## src/rtl/uart_rx.sv

```systemverilog
// uart_rx: 8N1 UART receiver, BAUD_DIV clocks per bit, samples each bit near its middle.
// Define UART_RX_FRAME_ERR_EN to add the frame_err pulse output.
module uart_rx #(
   parameter int BAUD_DIV = 4
) (
   input  logic       clk,
   input  logic       reset_n,
   input  logic       rx,
   output logic [7:0] data_out,
   output logic       rx_done
`ifdef UART_RX_FRAME_ERR_EN
   ,
   output logic       frame_err
`endif
);

   localparam int CNT_W = $clog2(BAUD_DIV) + 1;
   localparam logic [CNT_W-1:0] HALF_LAST = CNT_W'(BAUD_DIV / 2 - 1);
   localparam logic [CNT_W-1:0] FULL_LAST = CNT_W'(BAUD_DIV - 1);

   typedef enum logic [2:0] {
      IDLE,
      START,
      DATA,
      STOP,
      WAIT_IDLE
   } state_t;

   state_t           state;
   logic [CNT_W-1:0] baud_cnt;
   logic [2:0]       bit_idx;
   logic [7:0]       shift_reg;
   logic             rx_sync_p0;
   logic             rx_s;

   // Stage p0 -> rx_s: two-flop synchronizer, idles high
   always_ff @(posedge clk or negedge reset_n) begin
      if (!reset_n) begin
         rx_sync_p0 <= 1'b1;
         rx_s       <= 1'b1;
      end else begin
         rx_sync_p0 <= rx;
         rx_s       <= rx_sync_p0;
      end
   end

   // Frame FSM: all outputs registered, pulses default low every cycle
   always_ff @(posedge clk or negedge reset_n) begin
      if (!reset_n) begin
         state     <= IDLE;
         baud_cnt  <= '0;
         bit_idx   <= '0;
         shift_reg <= '0;
         data_out  <= '0;
         rx_done   <= 1'b0;
`ifdef UART_RX_FRAME_ERR_EN
         frame_err <= 1'b0;
`endif
      end else begin
         rx_done <= 1'b0;
`ifdef UART_RX_FRAME_ERR_EN
         frame_err <= 1'b0;
`endif
         case (state)
            IDLE: begin
               bit_idx  <= '0;
               baud_cnt <= '0;
               if (!rx_s) state <= START;
            end
            START: begin
               if (baud_cnt == HALF_LAST) begin
                  baud_cnt <= '0;
                  bit_idx  <= '0;
                  if (!rx_s) begin
                     state <= DATA;
                  end else begin
                     state <= IDLE;
`ifdef UART_RX_FRAME_ERR_EN
                     frame_err <= 1'b1;
`endif
                  end
               end else begin
                  baud_cnt <= baud_cnt + 1'b1;
               end
            end
            DATA: begin
               if (baud_cnt == FULL_LAST) begin
                  baud_cnt  <= '0;
                  shift_reg <= {rx_s, shift_reg[7:1]};
                  bit_idx   <= bit_idx + 1'b1;
                  if (bit_idx == 3'd7) state <= STOP;
               end else begin
                  baud_cnt <= baud_cnt + 1'b1;
               end
            end
            STOP: begin
               if (baud_cnt == FULL_LAST) begin
                  baud_cnt <= '0;
                  if (rx_s) begin
                     data_out <= shift_reg;
                     rx_done  <= 1'b1;
                     state    <= IDLE;
                  end else begin
                     state <= WAIT_IDLE;
`ifdef UART_RX_FRAME_ERR_EN
                     frame_err <= 1'b1;
`endif
                  end
               end else begin
                  baud_cnt <= baud_cnt + 1'b1;
               end
            end
            WAIT_IDLE: begin
               // A break (line held low) must not be mistaken for a new start bit
               if (rx_s) state <= IDLE;
            end
            default: state <= IDLE;
         endcase
      end
   end

endmodule

```

## config.mk

```make
export PLATFORM = sky130hd
export DESIGN_NAME = uart_rx
export DESIGN_NICKNAME = d
export VERILOG_FILES = /design/src/rtl/uart_rx.sv
export SDC_FILE = /design/constraint.sdc
export NUM_CORES = 1
export LEC_CHECK = 0
export ABC_CLOCK_PERIOD_IN_PS = 4200
export BUFFER_PORTS_ARGS = -buffer_cell sky130_fd_sc_hd__buf_2
export CAP_MARGIN = 40
export CORE_MARGIN = 3
export CORE_UTILIZATION = 50
export DETAILED_ROUTE_END_ITERATION = 16
export GPL_TIMING_DRIVEN = 0
export PLACE_DENSITY = 0.69
export SETUP_SLACK_MARGIN = 0.02
export SKIP_CTS_REPAIR_TIMING = 1
export SYNTH_ARGS = -nofsm -noshare
export SYNTH_HDL_FRONTEND = slang
export SYNTH_SLANG_ARGS = --single-unit
```

## constraint.sdc

```tcl
create_clock -name clk -period 4.2 [get_ports clk]
set_input_delay 0.42 -clock clk [delete_from_list [all_inputs] [get_ports clk]]
set_output_delay 0.42 -clock clk [all_outputs]
set_load 0.01 [all_outputs]
```

# Word level (Yosys, flattened, before mapping)
# Cells that the tools add are included.
# W data, S select, Z words.
dict set report classes {
  addsub 2
  eq_ne 13
  n_mux 18
  reduce_logical 8
}
# cell n
set op_table {}
lappend op_table {{$mux W3} 11}
lappend op_table {{$pmux W3 S3} 2}
lappend op_table {{$pmux W3 S5} 1}
lappend op_table {{$ne A2 B2 Y1 const B} 6}
lappend op_table {{$eq A3 B2 Y1 const B} 3}
lappend op_table {{$add A3 B1 Y3 const B} 2}
lappend op_table {{$eq A3 B1 Y1 const B} 2}
lappend op_table {{$eq A3 B3 Y1 const B} 2}
lappend op_table {{$reduce_and A3 Y1} 2}
lappend op_table {{$reduce_and A6 Y1} 1}
lappend op_table {{$reduce_bool A3 Y1} 2}
lappend op_table {{$logic_not A3 Y1} 1}
lappend op_table {{$mux W1} 3}
lappend op_table {{$mux W2} 1}
lappend op_table {{$reduce_and A2 Y1} 1}
lappend op_table {{$reduce_or A2 Y1} 1}
dict set report word_totals {
  regBits 28
  in_bits 3
  output_inout_bits 9
  word_cells 49
}

# Longest topological paths before layout
dict set report logic_depth {
  depth_word 4
  ltp_mapped 6
  depth_no_buf 6
}

# Least setup slack after synthesis
# No wires, ideal clock.
dict set report synth_timing {
  path_kind {reg-to-reg}
  startpoint {reg baud_cnt[0]}
  endpoint {reg data_out[0]}
  arrival_time_ns 1.418
  setup_slack_ns 2.657
  stages_incl_launch_ff 6
  n_path_buf 1
  path_cell_list {dfrtp_1 ha_1 nor2b_2 and4_4 buf_6 mux2_4}
}
dict set report synth_via {
  elab_chain_len 2
}
# item line_no
set synth_rtl {}
lappend synth_rtl {{start, declared} 30} ;# logic [CNT_W-1:0] baud_cnt;
lappend synth_rtl {{start signal, assigned} 83} ;# baud_cnt <= baud_cnt + 1'b1;
lappend synth_rtl {{start signal, assigned} 93} ;# baud_cnt <= baud_cnt + 1'b1;
lappend synth_rtl {{start signal, assigned} 110} ;# baud_cnt <= baud_cnt + 1'b1;
lappend synth_rtl {{$eq A3 B2 Y1} 97} ;# if (baud_cnt == FULL_LAST) begin
lappend synth_rtl {{$reduce_and A3 Y1 (no source line)} n/a}
lappend synth_rtl {{end signal, assigned} 100} ;# data_out <= shift_reg;
lappend synth_rtl {{end, declared} 9} ;# output logic [7:0] data_out,
# Every way passes these cells.
# A chain may end at the register's enable or synchronous reset.

# Worst setup path after layout
dict set report layout_timing {
  startpoint {reg baud_cnt[0]}
  endpoint {reg data_out[6]}
}
# Same word-level chain as after synthesis.

==> impl_metrics.env <==
export IMPL_clock_skew_ns=0.0101
export IMPL_viasPerCell=5.66
export IMPL_finish_instance_area_sq_mm=0.00144
export IMPL_port_buffers=11
export IMPL_end_kind="register"
export IMPL_multi_input_area_sq_um=566
export IMPL_worst_ir_drop_vdd_v=0.000365
export IMPL_synth_edf_count=0
export IMPL_setup_tns_ns=0
export IMPL_drive_gt1_share_pct=34.7
export IMPL_place_hpwl_mm=1.57
export IMPL_yosysUniqueCellTypes=32
export IMPL_synth_ff_type="dfrtp_1"
export IMPL_drc=0
export IMPL_syn_area_sq_mm=0.00132
export IMPL_fmax_ghz=0.579
export IMPL_status="finished, final reports clean"
export IMPL_dpl_instance_area_sq_mm=0.00141
export IMPL_cts_root_buf="clkbuf_4"
export IMPL_period_share_pct=41.1
export IMPL_criticalPathCategory="reg2reg"
export IMPL_synth_top_area_share_pct=49.4
export IMPL_hold_path_class="in2async"
export IMPL_async_reset_ff_share_pct=100
export IMPL_track_usage_pct=14.8
export IMPL_dr_total_vias=826
export IMPL_ys_ff_latch=28
export IMPL_clk_latency_ns=0.32
export IMPL_htree_levels=1
export IMPL_relSlewSlack_pct=59.3
export IMPL_cp_arrival_ns=1.94
export IMPL_rsz0062_at_grt="no"
export IMPL_drtIter0Drc=23
export IMPL_place_ws_ns=2.49
export IMPL_yosys_area_top_type="dfrtp_1"
export IMPL_layout_min_cycle_time_ns=1.73
export IMPL_cts_path_max_buffers=2
export IMPL_crit_start="baud_cnt[0]$_DFFE_PN0P_"
export IMPL_p_leak_uw=0.000708
export IMPL_wl_mm=2.16
export IMPL_fin_ws_ns=2.47
export IMPL_yosysSeqAreaShare_pct=53.4
export IMPL_clkSinkCount=28
export IMPL_antenna_found_initial=0
export IMPL_diodes=0
export IMPL_grt_pass1_wl_mm=3.86
export IMPL_io_pins=12
export IMPL_cts_clk_slew_worst_paths_ns=0.14
export IMPL_final_max_slew_viol_count=0
export IMPL_setup_viol=0
export IMPL_overflow=0
export IMPL_yosysMostFrequentCell="dfrtp_1"
export IMPL_critPathLaunchType="register"
export IMPL_p_total_uw=749
export IMPL_dr_pass1_iters=4
export IMPL_fin_nets=128
export IMPL_area_delta_synth_final_pct=9.60
export IMPL_cp_required_ns=4.41
export IMPL_grt_pass1_vias=842
export IMPL_ys_warn_count=0
export IMPL_initial_core_util_pct=55.7
export IMPL_gp_congestion=0.869
export IMPL_avgRoutedWirePerCell_um=14.8
export IMPL_avgSynthCellArea_sq_um=12.8
export IMPL_final_util_pct=61.1
export IMPL_ant_nets=0
export IMPL_cp_max_fo=9
export IMPL_core_area_sq_mm=0.00236
export IMPL_grt_start_max_net_pins=29
export IMPL_register_area_sq_um=703
export IMPL_powerDensity_mw_per_mm2=519
export IMPL_numCtsBuffers=3
export IMPL_synth_cells=103
export IMPL_synth_area_leaders="dfrtp_1 49%, mux2_4 9.1%, mux2_2 6.0%"
export IMPL_rows=17
export IMPL_finalHoldViolCount=0
export IMPL_die_h_um=57.3
export IMPL_synth_commonest_cells="26 x dfrtp_1, 8 x mux2_4, 7 x mux2_2, 7 x o21ai_0"
export IMPL_synth_fp_nets=112
export IMPL_worstReg2RegStart="baud_cnt[0]$_DFFE_PN0P_"
export IMPL_tritoncts="yes"
export IMPL_worst_pin_slew_ns=0.610
export IMPL_fillers=192
export IMPL_max_cap_violations=0
export IMPL_die_w_um=57.3
export IMPL_die_area_sq_mm=0.00328
## through the flow
step | hold WS [ns] | std cells
floorplan | 0.124 | 103
global placement | 0.347 | 142
detailed placement | 0.349 | 142
CTS | 0.0996 | 146
global route | 0.106 | 146
finish | 0.0835 | 146
## where the power goes
| group | total, uW | switching [uW] | internal, uW |
|---|---|---|---|
| logic | 251 | 136 | 115 |
| registers | 372 | 51.6 | 321 |
| clock network | 126 | 73.2 | 53.0 |
## cell type report
type	instances	share of cell area [%]
Timing Repair Buffer	11	3.82
Multi-Input combinational cell	65	39.2
Buffer	5	1.99
Inverter	5	1.30
Sequential cell	28	48.7
Clock buffer	4	2.52
Tap cell	28	2.43
## cell families (layout without fill, tap and decap cells)
family          Yosys count  count (layout)  share of synthesized area [%]
mux                      15              15                           15.1
compound gates           22              22                           11.5
flops                    28              28                           53.4
buf+inv                  10              25                           3.61
simple gates             22              22                           10.6
fa+ha+maj                 6               6                           5.70
## worst max-delay path, stage by stage (launching register included)
cell     delay [ns]
dfrtp_1        0.43
ha_1           0.27
nor2b_2        0.22
and4_4         0.23
buf_6          0.16
mux2_4         0.31
## cell usage in the layout, fill, tap and decap left out, types with 2 or more instances in the layout
| master | instances |
|---|---|
| a21oi_1 | 3 |
| a32oi_1 | 3 |
| buf_2 | 13 |
| clkbuf_1 | 2 |
| clkbuf_4 | 3 |
| dfrtp_1 | 26 |
| dfstp_2 | 2 |
| ha_1 | 6 |
| inv_1 | 5 |
| mux2_2 | 7 |
| mux2_4 | 8 |
| nand2_1 | 6 |
| nand2b_1 | 2 |
| nor2_1 | 4 |
| nor2b_1 | 2 |
| nor2b_2 | 2 |
| o21ai_0 | 7 |
## final timing paths
path	to	slack, ns	cells past startpoint
worst max-delay path	data_out[6]$_DFFE_PN0P_	2.47	5
worst min-delay path	baud_cnt[2]$_DFFE_PN0P_	0.08	1
worst max register to register	data_out[6]$_DFFE_PN0P_	2.47	5
worst min register to register	rx_s$_DFF_PN1_	0.37	0
max in group asynchronous	shift_reg[4]$_DFFE_PN0P_	3.71	1
min in group clk	rx_sync_p0$_DFF_PN1_	0.19	1
## layer usage
metal	share of wire, %	wire, um	global-route usage (%)
met5	0	0	0
met3	3.3	71	3.62
met2	48	1030	23.3
met1	48	1040	20.9
met4	0.74	16	2.65
Power figures use the tool's default switching activity.
